--- src/rtl/demux1x4_buf_if.sv ---
// Handshake bundle for the 1-to-4 buffered demultiplexer.
// The slave modport is the demux's own view; the master modport is
// the view of whatever drives the input and consumes the outputs.
interface demux1x4_buf_if #(
    parameter int width = 16
);
    logic             in_valid;
    logic [width-1:0] in_data;
    logic [1:0]       sel;
    logic             in_ready;
    logic [3:0]       out_valid;
    logic [width-1:0] out_data0;
    logic [width-1:0] out_data1;
    logic [width-1:0] out_data2;
    logic [width-1:0] out_data3;
    logic [3:0]       out_ready;
    logic [31:0]      xfer_cnt;

    modport slave (
        input  in_valid, in_data, sel, out_ready,
        output in_ready, out_valid, out_data0, out_data1, out_data2, out_data3, xfer_cnt
    );

    modport master (
        output in_valid, in_data, sel, out_ready,
        input  in_ready, out_valid, out_data0, out_data1, out_data2, out_data3, xfer_cnt
    );
endinterface

--- src/rtl/demux1x4_buf.sv ---
// demux1x4_buf: routes each input word to one of four channels picked by
// sel. Every channel holds one word (data register plus full flag).
//
// Handshake semantics: a transfer happens on a rising edge where valid and
// ready are both high. in_ready looks only at the selected channel: it is
// high when that channel is empty or is being drained on the same edge, so a
// full, non-draining destination stalls the input even if other channels are
// free. A channel drained and loaded on the same edge stays full with the
// new word (no bubble).
//
// Optional feature: define DEMUX_XFER_CNT_EN to build four 8-bit wrapping
// per-channel output-transfer counters on xfer_cnt; otherwise xfer_cnt is 0.
module demux1x4_buf #(
    parameter int width = 16
) (
    input  logic              clk,
    input  logic              rst,
    demux1x4_buf_if.slave     bus
);

    logic [3:0]       full_q;
    logic [3:0]       full_d;
    logic [width-1:0] data_q [4];
    logic [width-1:0] data_d [4];
    logic [3:0]       load_en;
    logic [3:0]       drain_en;
    logic             in_ready_w;

    // Handshake decode and next-state for every channel buffer.
    always_comb begin
        in_ready_w = ~full_q[bus.sel] | bus.out_ready[bus.sel];
        drain_en   = full_q & bus.out_ready;
        load_en    = '0;
        full_d     = full_q;
        for (int i = 0; i < 4; i++) begin
            data_d[i]  = data_q[i];
            load_en[i] = bus.in_valid & in_ready_w & (bus.sel == 2'(i));
            // A load wins over a drain so a simultaneous drain+load stays full.
            full_d[i]  = load_en[i] | (full_q[i] & ~drain_en[i]);
            if (load_en[i]) begin
                data_d[i] = bus.in_data;
            end
        end
    end

    // Buffer registers; reset clears words and flags without waiting for clk.
    always_ff @(posedge clk or posedge rst) begin
        if (rst) begin
            full_q <= '0;
            for (int i = 0; i < 4; i++) begin
                data_q[i] <= '0;
            end
        end else begin
            full_q <= full_d;
            for (int i = 0; i < 4; i++) begin
                data_q[i] <= data_d[i];
            end
        end
    end

    assign bus.in_ready  = in_ready_w;
    assign bus.out_valid = full_q;
    assign bus.out_data0 = data_q[0];
    assign bus.out_data1 = data_q[1];
    assign bus.out_data2 = data_q[2];
    assign bus.out_data3 = data_q[3];

`ifdef DEMUX_XFER_CNT_EN
    logic [7:0] cnt_q [4];
    logic [7:0] cnt_d [4];

    // Count output handshakes per channel, wrapping 255 -> 0.
    always_comb begin
        for (int i = 0; i < 4; i++) begin
            cnt_d[i] = cnt_q[i];
            if (drain_en[i]) begin
                cnt_d[i] = cnt_q[i] + 8'd1;
            end
        end
    end

    // Counter registers, cleared asynchronously with the buffers.
    always_ff @(posedge clk or posedge rst) begin
        if (rst) begin
            for (int i = 0; i < 4; i++) begin
                cnt_q[i] <= '0;
            end
        end else begin
            for (int i = 0; i < 4; i++) begin
                cnt_q[i] <= cnt_d[i];
            end
        end
    end

    assign bus.xfer_cnt = {cnt_q[3], cnt_q[2], cnt_q[1], cnt_q[0]};
`else
    assign bus.xfer_cnt = '0;
`endif

endmodule
--- src/flat_wrapper.sv ---
// flat-port wrapper written by rule: the top's interface ports become plain ports
module demux1x4_buf_flat 
#(
    parameter int width = 16
)
  (clk, rst, bus_in_valid, bus_in_data, bus_sel, bus_out_ready, bus_in_ready, bus_out_valid, bus_out_data0, bus_out_data1, bus_out_data2, bus_out_data3, bus_xfer_cnt);
  demux1x4_buf_if #(.width(width)) bus_i ();
  input  logic clk;
  input  logic rst;
  input wire logic [$bits(bus_i.in_valid)-1:0] bus_in_valid;
  input wire logic [$bits(bus_i.in_data)-1:0] bus_in_data;
  input wire logic [$bits(bus_i.sel)-1:0] bus_sel;
  input wire logic [$bits(bus_i.out_ready)-1:0] bus_out_ready;
  output wire logic [$bits(bus_i.in_ready)-1:0] bus_in_ready;
  output wire logic [$bits(bus_i.out_valid)-1:0] bus_out_valid;
  output wire logic [$bits(bus_i.out_data0)-1:0] bus_out_data0;
  output wire logic [$bits(bus_i.out_data1)-1:0] bus_out_data1;
  output wire logic [$bits(bus_i.out_data2)-1:0] bus_out_data2;
  output wire logic [$bits(bus_i.out_data3)-1:0] bus_out_data3;
  output wire logic [$bits(bus_i.xfer_cnt)-1:0] bus_xfer_cnt;
  assign bus_i.in_valid = bus_in_valid;
  assign bus_i.in_data = bus_in_data;
  assign bus_i.sel = bus_sel;
  assign bus_i.out_ready = bus_out_ready;
  assign bus_in_ready = bus_i.in_ready;
  assign bus_out_valid = bus_i.out_valid;
  assign bus_out_data0 = bus_i.out_data0;
  assign bus_out_data1 = bus_i.out_data1;
  assign bus_out_data2 = bus_i.out_data2;
  assign bus_out_data3 = bus_i.out_data3;
  assign bus_xfer_cnt = bus_i.xfer_cnt;
  demux1x4_buf #(.width(width)) u_core (.clk(clk), .rst(rst), .bus(bus_i));
endmodule
--- config.mk ---
export PLATFORM = sky130hd
export DESIGN_NAME = demux1x4_buf_flat
export DESIGN_NICKNAME = d
export VERILOG_FILES = /design/src/rtl/demux1x4_buf_if.sv /design/src/rtl/demux1x4_buf.sv /design/src/flat_wrapper.sv
export SDC_FILE = /design/constraint.sdc
export NUM_CORES = 1
export LEC_CHECK = 0
export ABC_AREA = 1
export BUFFER_PORTS_ARGS = -buffer_cell sky130_fd_sc_hd__clkbuf_2
export CORE_MARGIN = 2
export CORE_UTILIZATION = 41
export CTS_CLUSTER_SIZE = 25
export DETAILED_ROUTE_END_ITERATION = 6
export GPL_ROUTABILITY_DRIVEN = 0
export PLACE_DENSITY = 0.69
export SYNTH_ARGS = -nofsm -noshare
export SYNTH_HDL_FRONTEND = slang
export SYNTH_SLANG_ARGS = --single-unit
--- constraint.sdc ---
create_clock -name clk -period 6 [get_ports clk]
set_clock_uncertainty 0.1 [all_clocks]
set_input_delay 0.3 -clock clk [delete_from_list [all_inputs] [get_ports clk]]
set_output_delay 0.3 -clock clk [all_outputs]
set_load 0.02 [all_outputs]
# [Word-level counts from Yosys, hierarchy flattened]
# Cells that the tools add are included.
[classes] n_eq_ne=3 muxes=4 bitwise_logic=20 reduce_logical=1 order_cmp=1
[op_table] cell="bitwise AND 1 bit" n=9
[op_table] cell="NOT 1 bit" n=5
[op_table] cell="bitwise OR 1 bit" n=5
[op_table] cell="bitwise AND 4 bit" n=1
[op_table] cell="binary-select mux 1 bit (select 2 bit)" n=2
[op_table] cell="== test 2 bit (second input constant)" n=2
[op_table] cell="less-than comparator 2 x 3 -> 1 bit (second input constant)" n=1
[op_table] cell="== test 2 x 1 -> 1 bit (second input constant)" n=1
[op_table] cell="zero test 2 bit" n=1
[op_table] cell="2-to-1 mux 1 bit" n=2
[word_totals] register_bits=68 in_bits=25 elab_cells=34

# [Longest topological paths before layout]
[depth] ltp_word=7 ltp_mapped=11 depth_no_buf=9

# [Worst setup path after synthesis]
# OpenSTA, ideal clock, no wires.
[synth_timing] path_kind="input to output" startpoint="input bus_sel[1]" endpoint="output bus_in_ready" path_slack_ps=4507 required_ps=5600 path_buffers=2 stages=7 arrival_time_ps=1093 path_cell_list="buf_6 -> nor2_8 -> nand2_1 -> nand2_1 -> nor2_2 -> nand2_4 -> buf_2"
[synth_between] elab_chain_cells=4
[synth_lines] element="start: declaration" line_no="flat_wrapper.sv:12" text="input wire logic [$bits(bus_i.sel)-1:0] bus_sel;"
[synth_lines] element="binary-select mux 1 bit (select 2 bit)" line_no="demux1x4_buf.sv:31" text="in_ready_w = ~full_q[bus.sel] | bus.out_ready[bus.sel];"
[synth_lines] element="2-to-1 mux 1 bit (not written as such)" line_no="demux1x4_buf.sv:31"
[synth_lines] element="NOT 1 bit" line_no="demux1x4_buf.sv:31"
[synth_lines] element="bitwise OR 1 bit (*)" line_no="demux1x4_buf.sv:31"
[synth_lines] element="end: declaration" line_no="flat_wrapper.sv:14" text="output wire logic [$bits(bus_i.in_ready)-1:0] bus_in_ready;"
# Mark *: on every way between the ends. The rest lies on a longest branch, timed or not. The select of a mux whose other input is x is not followed.

# [Worst setup path after layout]
[layout_timing] startpoint="register u_core.full_q[3], in the netlist u_core.bus.out_valid[3]" endpoint="output bus_in_ready"
[layout_between] elab_chain_cells=4
[layout_lines] element="start: declaration" line_no="demux1x4_buf.sv:21" text="logic [3:0] full_q;"
[layout_lines] element="start signal: assignment" line_no="demux1x4_buf.sv:54" text="full_q <= full_d;"
[layout_lines] element="binary-select mux 1 bit (select 2 bit)" line_no="demux1x4_buf.sv:31"
[layout_lines] element="2-to-1 mux 1 bit (not written as such)" line_no="demux1x4_buf.sv:31"
[layout_lines] element="NOT 1 bit" line_no="demux1x4_buf.sv:31"
[layout_lines] element="bitwise OR 1 bit" line_no="demux1x4_buf.sv:31"
# Every way passes these cells. The select of a mux whose other input is x is not followed.

==> results.toml <==
[yosys]
synth.distinct_cells = 20
avgSynthCellArea_um2 = 9.111
synth_top_area_share_pct = 52.61
synth_area_leaders = "dfrtp_1 53%, nand2_1 16%, nand4_1 12%"
netlist_area_um2 = 3234
ys_seq_area_share_pct = 52.61
syn_inst = 355
yosys.area.top_type = "dfrtp_1"
ys_seq_elements = 68
ys_warn_count = 0

[critical_path]
crit_path_start_kind = "flop"
required_ns = 5.60
r2r-end = "u_core.bus.out_data0[3]"
r2r_cells = 8
crit_path_end_kind = "output pin"
r2r_start = "u_core.bus.out_valid[3]"
crit_type = "reg -> out"
crit_path_max_fanout = 69
cp.arrival_ns = 1.84
reg2reg_slack_ns = 3.89

[timing]
relSlewSlack_pct = 44.09
fmax_mhz = 445.7
setup_tns_ns = 0
tightest_slew_ns = 0.8387
finalSetupViolCount = 0
finalCritPeriodShare_pct = 37.40
hold_viol_final = 0
rsz0062_at_grt = "false"
slew_violations = 0
post-route-min-period_ns = 2.244

[grt]
grt_max_degree = 70
grt_pass1_vias = 2340
grt_pass1_wl_mm = 12.83
grt_usage_pct = 19.92
grt.overflow.total = 0
antenna_found_initial = 0

[die]
dieArea_um2 = 8616
dieHeight_um = 92.82
io_pins = 126
fp.coreArea_um2 = 7687
initial_utilization_pct = 42.07
rows = 32
die_x_um = 92.82

[routing]
dr.max_layer_used = "met4"
vias = 2670
routedWlPerCell_um = 15.29
vias_per_cell = 4.926
wl_met3_um = 779
met2WireLength_mm = 3.933
drc = 0
ant_nets = 0
drt-met1-wl_mm = 3.431
drtIter0Drc = 249
finalWirelength_mm = 8.287
dr.pass1.iters = 5

[placed_design]
dpl.hpwl_mm = 5.712
io_buffers = 93
place_inst = 526

[outcome]
status = "finished, final reports clean"

[clock_tree]
cts_resized = 0
cts_tree = "done"
cts_setup_buffers = 0
insertion_delay_ns = 0.34
clk_pin_slew_ns = 0.07
holdBufCountCts = 0
cts-root-buf = "clkbuf_8"
cts_buffers = 9
clock_path_buffers = 2
cts_htree_levels = 3
cts.sinks = 68

[job]
maxCapViolCount = 0

[power_and_ir_drop]
ir_drop_mv = 0.1435
clockPowerShare_pct = 30.7
switching_share_pct = 35.47
p_switching_mw = 0.5006
p_int_mw = 0.9107
power-per-cell-area_nw_per_um2 = 374.1
p_seq_share_pct = 42.8
combPwrFrac_pct = 26.6
p_leak_nw = 2.120

[min_path]
holdPathStages = 2
hold_class = "in -> reg"
worst_hold_startpoint = "bus_out_ready[2]"
hold_end = "u_core.bus.out_valid[2]"

[finish]
drive_above_1_share_pct = 27.73
instances_no_fill = 542
final_cell_mix = "141 x nand2_1, 93 x clkbuf_2, 68 x dfrtp_1"
diodes = 0
mostFrequentLayoutCell = "nand2_1"
areaGrowthSynthToFinish_pct = 16.63
finalNetCount = 460
## state kept, by name, indices dropped and copies added, names as in the netlist
signal / cells
u_core.bus.out_valid: 4
u_core.bus.out_data0: 16
u_core.bus.out_data3: 16
u_core.bus.out_data2: 16
u_core.bus.out_data1: 16
## metal layers
metal / track usage [%] / vias up
met4: 8.578 / 0
li1: - / 1283
met3: 5.370 / 9
met2: 28.74 / 120
met1: 28.20 / 1258
met5: 0 / -
## critical path, stage by stage (launching register included)
cell	delay, ns
dfrtp_1	0.39
nand2_1	0.07
nand2_1	0.05
nand2_1	0.05
nand2_1	0.09
nand2_4	0.51
clkbuf_2	0.30
## how the worst max path moves through the flow
stage,from,endpoint,slack [ns],depth (start not counted)
finish,u_core.bus.out_valid[3],bus_in_ready,3.76,6
global route,u_core.bus.out_valid[1],bus_in_ready,3.60,6
CTS,u_core.bus.out_valid[3],bus_in_ready,3.76,6
detailed placement,bus_sel[0],u_core.bus.out_data0[3],3.62,9
global placement,bus_sel[0],u_core.bus.out_data0[1],3.67,9
floorplan,rst,u_core.bus.out_data0[0],3.89,1
## cells by family (layout without fill, tap and decap cells)
| family | count (synthesis) | count (layout) | synth area share, % |
|---|---|---|---|
| buffers and inverters | 65 | 119 | 13.96 |
| AO/OA/AOI/OAI | 4 | 4 | 0.6190 |
| flip-flops | 68 | 68 | 52.61 |
| other | 1 | 32 | 0.1159 |
| AND/OR/NAND/NOR | 217 | 217 | 32.69 |
## metrics by stage
step	power, mW	util [%]	hold WS, ns	instance area (µm²)	setup slack (ns)
after floorplan	0.8684	-	0.3073	3351	3.888
after global placement	0.9825	46.01	0.3553	3537	3.672
after detailed placement	0.9899	46.01	0.3613	3537	3.617
after CTS	1.424	49.07	0.05619	3772	3.761
after global routing	1.490	49.07	0.07221	3772	3.600
final	1.411	49.07	0.06816	3772	3.756
## cell type report
type | instances | area [µm²]
fill | 757 | 3915
sequential | 68 | 1702
multi-input combinational | 253 | 1197
timing repair buffer | 95 | 480.5
clock buffer | 11 | 151.4
tap | 102 | 127.6
clock inverter | 5 | 83.83
inverter | 8 | 30.03
## power groups by stage
stage               Clock [mW]  Sequential [mW]  Combinational, mW
floorplan                    0            0.713              0.155
global route             0.463            0.614              0.413
finish                   0.433            0.603              0.375
detailed placement           0            0.611              0.379
global placement             0            0.610              0.372
CTS                      0.441            0.603              0.379
## synthesized netlist by cell type
master	number
o21ai_0	4
buf_8	1
buf_4	36
nand4_1	64
buf_2	1
buf_1	2
clkbuf_1	9
nand3_1	3
nand3_4	3
nor2_8	1
clkinv_1	1
inv_1	6
nor2_2	3
buf_6	8
nand2_4	1
dfrtp_1	68
conb_1	1
nand2_1	141
inv_2	1
nand3_2	1
(Power assumes the default switching activity.)
